## config.mk

```make
export PLATFORM = sky130hd
export DESIGN_NAME = hnf_txreq_arb
export DESIGN_NICKNAME = d
export VERILOG_FILES = /design/src/rtl/chi_cache_pkg.sv /design/src/rtl/hnf_txreq_arb_rr_arb.sv /design/src/rtl/hnf_txreq_arb.sv
export SDC_FILE = /design/constraint.sdc
export NUM_CORES = 1
export LEC_CHECK = 0
export ABC_AREA = 1
export BUFFER_PORTS_ARGS = -buffer_cell sky130_fd_sc_hd__buf_2
export CORE_MARGIN = 2
export CORE_UTILIZATION = 48
export CTS_BUF_LIST = sky130_fd_sc_hd__clkbuf_4 sky130_fd_sc_hd__clkbuf_8 sky130_fd_sc_hd__clkbuf_16
export CTS_CLUSTER_SIZE = 25
export DETAILED_ROUTE_END_ITERATION = 7
export HOLD_SLACK_MARGIN = 0.05
export MAX_ROUTING_LAYER = met4
export PLACE_DENSITY = 0.86
export SLEW_MARGIN = 5
export SYNTH_ARGS = -nofsm -noshare
export SYNTH_HDL_FRONTEND = slang
export SYNTH_SLANG_ARGS = --single-unit
```

## constraint.sdc

```tcl
create_clock -name clock -period 6.5 [get_ports clock]
set_clock_uncertainty 0.15 [all_clocks]
set_input_delay 0 -clock clock [delete_from_list [all_inputs] [get_ports clock]]
set_output_delay 0 -clock clock [all_outputs]
set_load 0.01 [all_outputs]
```

## src/rtl/chi_cache_pkg.sv

```systemverilog
// Shared CHI TXREQ types: request flit layout, link-layer state encoding and
// the credit-return flit used when the TX link is being deactivated.
package chi_cache_pkg;

    typedef struct packed {
        logic [5:0]  opcode;
        logic [7:0]  txn_id;
        logic [6:0]  src_id;
        logic [6:0]  tgt_id;
        logic [31:0] addr;
    } reqflit_t;

    localparam logic [5:0] REQ_LCRDRETURN = 6'h00;

    typedef enum logic [1:0] {
        RUN,
        DRAIN,
        RETURN,
        DONE
    } txlnk_state_e;

    // A link flit that hands one L-credit back to the receiver.
    function automatic reqflit_t lcrd_return_flit();
        reqflit_t f;
        f        = '0;
        f.opcode = REQ_LCRDRETURN;
        return f;
    endfunction

endpackage

```

## src/rtl/hnf_txreq_arb_rr_arb.sv

```systemverilog
// Combinational round-robin picker: searches from ptr+1 upward (mod N) and
// returns the first requesting index; the pointer register lives in the parent.
module rr_arb #(
    parameter int N  = 2,
    parameter int IW = (N > 1) ? $clog2(N) : 1
) (
    input  logic [N-1:0]  req,
    input  logic [IW-1:0] ptr,
    input  logic          en,
    output logic [N-1:0]  gnt,
    output logic [IW-1:0] gnt_idx
);

    logic          found;
    logic [IW-1:0] cand;

    always_comb begin
        found   = 1'b0;
        gnt_idx = '0;
        cand    = '0;
        for (int k = 1; k <= N; k++) begin
            cand = IW'((int'(ptr) + k) % N);
            if (!found && req[cand]) begin
                found   = 1'b1;
                gnt_idx = cand;
            end
        end
    end

    generate
        for (genvar gi = 0; gi < N; gi++) begin : g_gnt
            assign gnt[gi] = en && found && (gnt_idx == IW'(gi));
        end
    endgenerate

endmodule

```

## src/rtl/hnf_txreq_arb.sv

```systemverilog
// HN-F TXREQ link transmitter: round-robin merge of NUM_SRC request sources,
// L-credit gated issue, and credit return on link deactivation.
module hnf_txreq_arb
    import chi_cache_pkg::*;
#(
    parameter int NUM_SRC = 2,
    parameter int MAX_CRD = 15
) (
    input  logic               clock,
    input  logic               reset,
    input  logic [NUM_SRC-1:0] src_valid,
    input  reqflit_t           src_flit [NUM_SRC],
    output logic [NUM_SRC-1:0] src_ready,
    input  logic               link_deact_req,
    output logic               link_deact_done,
    output logic               crd_overflow,
    output reqflit_t           TXREQFLIT,
    output logic               TXREQFLITV,
    output logic               TXREQFLITPEND,
    input  logic               TXREQLCRDV
);

    localparam int CW = $clog2(MAX_CRD + 1);
    localparam int IW = (NUM_SRC > 1) ? $clog2(NUM_SRC) : 1;

    txlnk_state_e  state_reg, state_next;
    logic [CW-1:0] crd_cnt_reg, crd_cnt_next;
    logic [IW-1:0] rr_ptr_reg;
    reqflit_t      flit_reg;
    logic          flitv_reg;
    logic          done_reg;
    logic          ovf_reg;
    logic          ovf_set;

    logic          have_crd;
    logic          grant_en;
    logic          return_issue;
    logic          src_issue;
    logic          issue;
    logic [NUM_SRC-1:0] gnt;
    logic [IW-1:0] gnt_idx;

    rr_arb #(
        .N  (NUM_SRC),
        .IW (IW)
    ) u_rr_arb (
        .req     (src_valid),
        .ptr     (rr_ptr_reg),
        .en      (grant_en),
        .gnt     (gnt),
        .gnt_idx (gnt_idx)
    );

    always_ff @(posedge clock) begin
        if (!reset) begin
            state_reg <= RUN;
        end else begin
            state_reg <= state_next;
        end
    end

    always_comb begin
        state_next = state_reg;
        unique case (state_reg)
            RUN:    if (link_deact_req) state_next = DRAIN;
            DRAIN:  if (!flitv_reg) state_next = RETURN;
            // A credit landing this cycle keeps us here so it is returned too.
            RETURN: if (!have_crd && !flitv_reg && !TXREQLCRDV) state_next = DONE;
            DONE:   if (!link_deact_req) state_next = RUN;
            default: state_next = RUN;
        endcase
    end

    always_comb begin
        have_crd     = (crd_cnt_reg != '0);
        grant_en     = 1'b0;
        return_issue = 1'b0;
        unique case (state_reg)
            RUN:     grant_en     = have_crd && !link_deact_req;
            RETURN:  return_issue = have_crd;
            default: ;
        endcase
        src_issue = grant_en && (|src_valid);
        issue     = src_issue || return_issue;
    end

    // Credit consumed and granted in the same cycle cancel out.
    always_comb begin
        crd_cnt_next = crd_cnt_reg;
        ovf_set      = 1'b0;
        if (TXREQLCRDV && !issue) begin
            if (crd_cnt_reg == CW'(MAX_CRD)) ovf_set = 1'b1;
            else                             crd_cnt_next = crd_cnt_reg + CW'(1);
        end else if (!TXREQLCRDV && issue) begin
            crd_cnt_next = crd_cnt_reg - CW'(1);
        end
    end

    always_ff @(posedge clock) begin
        if (!reset) begin
            crd_cnt_reg <= '0;
            rr_ptr_reg  <= IW'(NUM_SRC - 1);
            flit_reg    <= '0;
            flitv_reg   <= 1'b0;
            done_reg    <= 1'b0;
            ovf_reg     <= 1'b0;
        end else begin
            crd_cnt_reg <= crd_cnt_next;
            flitv_reg   <= issue;
            done_reg    <= (state_next == DONE);
            if (ovf_set) ovf_reg <= 1'b1;
            if (src_issue) rr_ptr_reg <= gnt_idx;
            if (issue) flit_reg <= return_issue ? lcrd_return_flit() : src_flit[gnt_idx];
        end
    end

    assign src_ready       = gnt;
    assign TXREQFLITPEND   = issue;
    assign TXREQFLIT       = flit_reg;
    assign TXREQFLITV      = flitv_reg;
    assign link_deact_done = done_reg;
    assign crd_overflow    = ovf_reg;

endmodule

```

==> run metrics <==
commonest cells after routing, fill and taps aside=buf_2 (191), dlygate4sd3_1 (126), dfxtp_1 (70); minimum clock period=3740 ps; WS Path Type=reg2reg; Clock power frac=16.1%; first-pass GRT wire length=20900 um; Top-Level Pins=192; P per Cell Area=350 nW/um^2; share of layout cells above drive strength 1=43.1%; VDD IR max=0.000212 V; hold depth=8; WP data required=6550 ps; clock sinks=70; switching pwr=816 uW; setup_tns=0 ps; initial antenna violation count=0; final-report setup violation count=0; Slew HR=16.0%; multi-input logic area=1780 um^2; P&R area growth vs syn=67.5%; die area=7900 um^2; hold crit path type=in2reg; critical path's top delay family=simple AND/OR/NAND/NOR gates; TritonCTS buffer count=9; critical-path cell list=inv_1 > nand2_1 > nor2_2 > nor2_2 > nand2_2 > o22ai_2 > dlygate4sd3_1 > nor3_2; CP max stage cell=nand2_2; Placed Cells=644; initial cell density of the core=50.3%; vias in the first global route=4386; synthesized area per cell=9.03 um^2; XOR/XNOR Fraction of Synth Area=0.253%; CP Launch Type=register; Max Fclk=267 MHz; Finished Layout Cells=785; final hold slack=232 ps; final hold vios=0; CTS tree=built; clock latency on the worst-skew pair=330 ps; cells after synthesis=383; worst slack at placement=3430 ps; Post-Synth Simple-Gate Area=28.6%; PortBufs=191; PnR worst setup slack=2760 ps; largest net degree at the start of global routing=62; most common cell after layout, fill and taps aside=buf_2; GRT overflow=0; max cap viols=0; crit path max fanout=40; Int Power=1.21 mW; DR vias/cell=5.36; # DRC=0; placed wire-length estimate=6900 um; Layout fillers=375; worst endpoint data arrival time=3790 ps; H-tree depth=3; predominant post-synthesis flop cell=dfxtp_1; final worst path period share=57.6%; unrepaired setup endpoints after global routing=false; Setup crit end kind=register; Core Area=6870 um^2; WP depth=8; ANT cells=0; Netlist cell types=32; r2r worst-path depth=8; Worst-Margin Slew=1260 ps; ANT nets after route=0; CP peak stage delay=930 ps; worst path buffer plus inverter count=2; gr usage total=35.8%; status=finished clean; GP Congestion=0.875; leakage power=2.85 nW; wire length per cell=17.6 um; number of synthesized flops with an enable pin=0; Synth Register Bits=70; initial DRC count=195; total wire length=13800 um; Seq. cell area=1400 um^2; Clk pin slew, worst setup/hold paths=70 ps; routed vias=4208; number of flip-flops in the largest register=60; nets=814; Logic pwr share=50.1%; DRT Pass-1 Iters=4; post-synthesis compound-gate area fraction=21.3%; sequential fraction of the synthesis area=40.5%; Post-CTS Setup Inserts=0; Yosys warning total=0; cell area after layout=5790 um^2; Clock Path Buffers=2; site row count=30; fraction of registers with async set or reset after synthesis=0%; most used cell, CP=nor2_2; cell area after synthesis=3460 um^2; Net Sw Frac=40.3%; Net Count, Synth=512; multiplexer share of the synthesized area=0%; placed cell areas=4350 um^2; register share of total power=33.8%; Die H=88.9 um; Max Slew Vio Count=0; largest family of logic cells by synthesized area=simple AND/OR/NAND/NOR gates; root buffer cell=clkbuf_8; Synth Area in Adders=1.30%; Die W=88.9 um
power by group through the flow:
| stage | registers (mW) | logic [mW] | clock network, mW |
|---|---|---|---|
| global route | 0.698 | 1.10 | 0.347 |
| detailed placement | 0.677 | 0.819 | 0 |
| finish | 0.684 | 1.01 | 0.326 |
| CTS | 0.669 | 0.968 | 0.325 |
| global placement | 0.672 | 0.792 | 0 |
| floorplan | 0.735 | 0.509 | 0 |
synthesized netlist by cell type, types with 2 or more instances:
cell      number  area (um^2)
dfxtp_1       70         1400
nor2_1        68          255
nand2_1       54          203
o22ai_2       39          488
nor3_2        30          300
a311oi_1      17          149
inv_1         16         60.1
buf_6         10          113
nor3_1         9         45.0
buf_2          8         40.0
clkbuf_1       7         26.3
nand3_1        7         35.0
inv_2          6         22.5
nand4_1        5         31.3
nor2_2         4         25.0
o21ai_1        4         20.0
a21oi_1        3         15.0
nand2_4        3         33.8
o211ai_1       3         22.5
o21ai_0        3         15.0
or2_2          3         18.8
buf_4          2         15.0
ha_1           2         25.0
nand2_2        2         12.5
per-layer routing:
layer	share of wire, %	vias to the layer above	GRT usage, %
li1	-	1927	-
met1	36	1931	36.6
met2	51	276	62.1
met3	7.8	74	7.84
met4	5.7	0	21.3
met5	0	-	-
through the flow:
step	power [mW]	utilization [%]
final	2.02	84.3
after global routing	2.15	84.3
after CTS	1.96	84.3
after detailed placement	1.50	63.3
after global placement	1.46	63.3
after floorplan	1.24	-
path summary, 6_finish.rpt:
path / from / endpoint / slack (ps)
setup reg to reg: crd_cnt_reg[1]$_SDFFE_PN0P_ / TXREQFLIT[56]$_SDFFE_PN0P_ / 2760
hold reg to reg: TXREQFLIT[25]$_SDFFE_PN0P_ / TXREQFLIT[25]$_SDFFE_PN0P_ / 340
setup / recovery: crd_cnt_reg[1]$_SDFFE_PN0P_ / TXREQFLIT[56]$_SDFFE_PN0P_ / 2760
hold / removal: src_valid[0] / crd_cnt_reg[2]$_SDFFE_PN0P_ / 230
worst register-to-register path, cell delays in order (launching register included):
cell,delay (ps)
dfxtp_1,470
inv_1,70
nand2_1,80
nor2_2,50
nor2_2,710
nand2_2,930
o22ai_2,480
dlygate4sd3_1,620
nor3_2,50
area by class of cell:
type / instances / share of cell area [%]
timing repair buffer: 318 / 38.4
multi-input combinational: 264 / 30.8
sequential: 70 / 24.2
clock buffer: 14 / 3.00
tap: 96 / 2.07
inverter: 22 / 1.43
clock inverter: 1 / 0.0864
timing repair:
action / CTS / global route
hold buffers: 126 / 0
hold endpoints to repair: 70 / 0
gates resized for setup: 0 / 0
cell families (layout without fill, tap and decap cells):
logic type,Yosys count,after routing
and+or+nand+nor,187,187
AOI/OAI and AO/OA,73,73
DFF,70,70
buffers and inverters,49,355
adders and majority gates,3,3
xor gates and xnor gates,1,1
No activity file was read; power rests on OpenSTA's default activity.
